$ cat src/rtl/stimulus_recorder.sv
// stimulus_recorder
//   Records the live taillight control inputs into a small sample memory at
//   the slow stimulus tick rate, then replays the captured sequence in a loop
//   onto the 4-bit stimulus bus (same bus as the canned ROM q).
//
// Ports
//   clock     system clock
//   reset_n   asynchronous active-low reset
//   rec_req   record request level; rising edge starts a recording
//   play_en   level; high requests looped playback of a held recording
//   din       live sample {KEY1, SW2, SW1, SW0}, already synchronised
//   q         registered playback stimulus (0 outside PLAY)
//   addr      current memory pointer
//   state     FSM state for the debug display (IDLE=0 ARM=1 REC=2 FULL=3 PLAY=4)
//   busy      high while arming or recording
//   rec_done  high while a complete recording is held
module stimulus_recorder #(
  parameter int DEPTH    = 8,
  parameter int ADDR_W   = 3,
  parameter int DATA_W   = 4,
  parameter int TICK_DIV = 5000000
) (
  input  logic              clock,
  input  logic              reset_n,
  input  logic              rec_req,
  input  logic              play_en,
  input  logic [DATA_W-1:0] din,
  output logic [DATA_W-1:0] q,
  output logic [ADDR_W-1:0] addr,
  output logic [2:0]        state,
  output logic              busy,
  output logic              rec_done
);

  localparam logic [2:0] IDLE = 3'd0;
  localparam logic [2:0] ARM  = 3'd1;
  localparam logic [2:0] REC  = 3'd2;
  localparam logic [2:0] FULL = 3'd3;
  localparam logic [2:0] PLAY = 3'd4;

  localparam int CNT_W = $clog2(TICK_DIV);

  logic [CNT_W-1:0]  cnt_q, cnt_d;
  logic              rec_req_d_q;
  logic [2:0]        state_q, state_d;
  logic [ADDR_W-1:0] addr_q, addr_d;
  logic [DATA_W-1:0] out_q, out_d;
  logic              done_q, done_d;
  logic              tick, rec_rise, mem_we;

  logic [DATA_W-1:0] mem_q [DEPTH];

  // Free-running divider; never restarted by the FSM so sample spacing is
  // always one full period regardless of when a recording is requested.
  assign tick     = (cnt_q == CNT_W'(TICK_DIV - 1));
  assign rec_rise = rec_req & ~rec_req_d_q;

  always_comb begin
    cnt_d   = tick ? '0 : cnt_q + 1'b1;
    state_d = state_q;
    addr_d  = addr_q;
    done_d  = done_q;
    mem_we  = 1'b0;
    // q only carries data in PLAY; any path out of PLAY lands on 0.
    out_d   = (state_q == PLAY) ? out_q : '0;
    case (state_q)
      IDLE: begin
        if (rec_rise) begin
          state_d = ARM;
        end else if (play_en && done_q) begin
          state_d = PLAY;
          addr_d  = '0;
        end
      end
      ARM: begin
        // Old recording is invalid from here on; the tick that leaves ARM
        // only aligns the first sample and does not write.
        done_d = 1'b0;
        addr_d = '0;
        if (tick) state_d = REC;
      end
      REC: begin
        if (tick) begin
          mem_we = 1'b1;
          addr_d = addr_q + 1'b1;
          if (addr_q == ADDR_W'(DEPTH - 1)) begin
            done_d  = 1'b1;
            state_d = FULL;
          end
        end
      end
      FULL: begin
        if (rec_rise) begin
          state_d = ARM;
        end else if (play_en) begin
          state_d = PLAY;
          addr_d  = '0;
        end
      end
      PLAY: begin
        if (rec_rise) begin
          state_d = ARM;
          out_d   = '0;
        end else if (!play_en) begin
          state_d = FULL;
          out_d   = '0;
        end else if (tick) begin
          out_d  = mem_q[addr_q];
          addr_d = addr_q + 1'b1;
        end
      end
      default: begin
        state_d = IDLE;
        out_d   = '0;
      end
    endcase
  end

  always_ff @(posedge clock or negedge reset_n) begin
    if (!reset_n) begin
      cnt_q       <= '0;
      rec_req_d_q <= 1'b0;
      state_q     <= IDLE;
      addr_q      <= '0;
      out_q       <= '0;
      done_q      <= 1'b0;
    end else begin
      cnt_q       <= cnt_d;
      rec_req_d_q <= rec_req;
      state_q     <= state_d;
      addr_q      <= addr_d;
      out_q       <= out_d;
      done_q      <= done_d;
    end
  end

  // Sample store is left uncleared by reset; done_q gates its use.
  always_ff @(posedge clock) begin
    if (mem_we) mem_q[addr_q] <= din;
  end

  assign q        = out_q;
  assign addr     = addr_q;
  assign state    = state_q;
  assign busy     = (state_q == ARM) | (state_q == REC);
  assign rec_done = done_q;

endmodule

$ cat config.mk
export PLATFORM = sky130hd
export DESIGN_NAME = stimulus_recorder
export DESIGN_NICKNAME = d
export VERILOG_FILES = /design/src/rtl/stimulus_recorder.sv
export SDC_FILE = /design/constraint.sdc
export NUM_CORES = 1
export LEC_CHECK = 0
export CAP_MARGIN = 40
export CORE_MARGIN = 2
export CORE_UTILIZATION = 45
export DETAILED_ROUTE_END_ITERATION = 6
export SYNTH_ARGS = -nofsm -noshare
export SYNTH_HDL_FRONTEND = slang
export SYNTH_SLANG_ARGS = --single-unit
$ cat constraint.sdc
create_clock -name clock -period 3.9 [get_ports clock]
set_input_delay 0.585 -clock clock [delete_from_list [all_inputs] [get_ports clock]]
set_output_delay 0.585 -clock clock [all_outputs]
set_load 0.005 [all_outputs]
==> metrics.txt <==
outcome=finished clean; Starting DRT DRC Count=86; max cap viols=0; Int Power=1.140 mW; global-route wire length before repair=9.522 mm; postcts setup bufs=0; Root Driver=clkbuf_8; final-layout fill cell count=560; final WL=5.699 mm; critical path class=reg -> reg; Worst-Margin Slew=800.7 ps; crit path buf inv count=0; Syn Nets=245; largest net degree at the start of global routing=36; clock latency on the worst-skew pair=330 ps; slowest CP cell=or4_1; CTS Buf Count=9; DP Wirelength=3.865 mm; area leader, netlist=edfxtp_1; initial antenna violation count=0; clock sink count=67; WL/cell=16.76 um; worst r2r dst=mem_q[1][3]; Hold Path Class=in -> async; vias in the first global route=1887; Initial Util=47.07%; top cell type's share of synthesized area=31.79%; Clock power frac=36.5%; setup slack, reg-to-reg=1050 ps; flops & latches, synth=67; peak supply drop=0.2444 mV; Synth area leaders=edfxtp_1 (32%), dfrtp_1 (29%), mux4_2 (6.0%); max_slew headroom=46.62%; # diodes=0; RSZ-0062 raised after global routing=false; Area Growth Syn to Fin=15.27%; Post-synth EDFFs=32; Reg area=1837 um^2; via count=1889; core area=6422 um^2; pwr dens=438.8 nW/um^2; FP Rows=29; Final #Nets=269; DR pass1 iterations=4; Die H=85.96 um; Setup crit end kind=flip-flop; die area=7389 um^2; Worst EP arrival=2830 ps; sequential group share of total power=52.4%; total net switching power=0.3893 mW; CTS H-Tree Depth=3; Seq/Total Area, Yosys=60.76%; final antenna-violating net count=0; crit path cell chain=or4_4, or4_1, nor3_2, nand2_1, nor3_1; Tcrit/Tclk final=73.06%; clk buf depth=2; hold_ws=336.3 ps; post-cts resize count=0; Mapped Cells=234; final setup fails=0; IO Port Bufs=19; FF-to-FF Start=cnt_q[7]; hold_buf cts=0; peak fanout along the critical path=6; switching share of power=25.46%; Post-Syn Area=3023 um^2; Post-Syn Area per Cell=12.92 um^2; via/cell ratio=5.556; Fin. Hold Viols=0; asr flop ratio synth=52.24%; unique cell type count in the Yosys netlist=42; share of post-route cells with drive strength above 1=12.17%; Slew Viols, Final=0; CP max stage delay=620 ps; clock-pin slew on the worst setup and hold paths=70 ps; critical path depth=5; combinational power share=11.2%; cell family with most CP delay=simple AND/OR/NAND/NOR gates; min Tclk post-route=2849 ps; gr usage total=17.12%; most common flop cell mapped by yosys=dfrtp_1; Post-route DRC=0; gp weighted congestion=0.7769; required time of the critical path=3880 ps; R2R depth=5; io pins=20; warnings from Yosys=0; GRT Residual Overflow=0; die span in x=85.96 um; multi-input logic area=1151 um^2; Pleak=1.288 nW; CP Launch Type=flip-flop; TNS Setup=0 ps; CTS tree=yes; Setup Skew=7.084 ps; max frequency=0.3510 GHz
## power by group through the flow
| stage | combinational, mW | sequential [mW] | clock (mW) |
|---|---|---|---|
| after floorplan | 0.123 | 0.783 | 0 |
| after global placement | 0.171 | 0.817 | 0 |
| after detailed placement | 0.171 | 0.815 | 0 |
| after CTS | 0.173 | 0.800 | 0.573 |
| after global routing | 0.189 | 0.805 | 0.603 |
| final | 0.171 | 0.801 | 0.557 |
## cells by family (layout without fill, tap and decap cells)
family                   count (synthesis)  in the layout  share of synthesized area (%)
adder cells (fa/ha/maj)                  3              3                          1.242
multiplexers                            14             14                          7.988
buffers and inverters                   11             40                          1.366
XOR/XNOR                                18             18                          5.215
flip-flops                              67             67                          60.76
AND/OR/NAND/NOR                         92             92                          17.10
AO/OA/AOI/OAI                           29             29                          6.333
## cell usage after synthesis, types with 6 or more instances
library cell  count
nand2_1          14
a211oi_1          6
nor2_1           24
xor2_1           10
edfxtp_1         32
nand3_1          12
mux4_2            8
nand2b_1          8
dfrtp_1          35
o21ai_0           8
xnor2_1           8
clkbuf_1          7
## layout by cell type (no fill, tap or decap), types with 3 or more instances in the layout
cell type,count
and4_1,3
a211oi_1,6
mux2i_1,5
nand3_1,12
ha_1,3
clkdlybuf4s50_1,18
xnor2_1,8
a31oi_1,3
dfrtp_1,35
a21oi_1,4
nand2b_1,8
nor3_1,4
clkbuf_8,9
nand2_1,14
nor2_1,24
nor2b_1,3
xor2_1,10
edfxtp_1,32
mux4_2,8
inv_1,4
clkinv_4,3
o21ai_0,8
nor4b_1,3
## metrics by stage
| stage | cells | area (um^2) | setup slack [ps] | power, mW | util [%] |
|---|---|---|---|---|---|
| after floorplan | 234 | 3023 | 1312 | 0.9061 | - |
| after global placement | 324 | 3292 | 1070 | 0.9882 | 51.26 |
| after detailed placement | 324 | 3292 | 1067 | 0.9867 | 51.26 |
| after CTS | 340 | 3485 | 1024 | 1.547 | 54.26 |
| after global routing | 340 | 3485 | 850.1 | 1.597 | 54.26 |
| final | 340 | 3485 | 1051 | 1.529 | 54.26 |
## cell type report
cell class | instances | area share (%)
Multi-Input combinational cell | 156 | 33.03
Sequential cell | 67 | 52.71
Clock inverter | 7 | 1.975
Inverter | 4 | 0.4309
Tap cell | 77 | 2.765
Clock buffer | 9 | 3.555
Timing Repair Buffer | 20 | 5.530
## worst max-delay path by stage
stage | startpoint | endpoint | slack (ps)
after floorplan | cnt_q[7] | mem_q[1][0] | 1310
after global placement | cnt_q[7] | mem_q[1][0] | 1070
after detailed placement | cnt_q[7] | mem_q[1][3] | 1070
after CTS | cnt_q[7] | mem_q[1][0] | 1020
after global routing | cnt_q[0] | mem_q[1][3] | 850
final | cnt_q[7] | mem_q[1][3] | 1050
## state kept, by name, summed over array words and instances, names as in the netlist
signal / cells
mem_q: 32
state: 3
cnt_q: 23
addr: 3
rec_req_d_q: 1
q: 4
rec_done: 1
## metal layers
layer | GRT usage, % | vias up | routed length, um
met4 | 6.061 | 0 | 29
met1 | 26.20 | 929 | 2990
met2 | 23.33 | 27 | 2480
met3 | 4.716 | 2 | 198
met5 | 0 | - | 0
li1 | - | 931 | -
(Power assumes the default switching activity.)
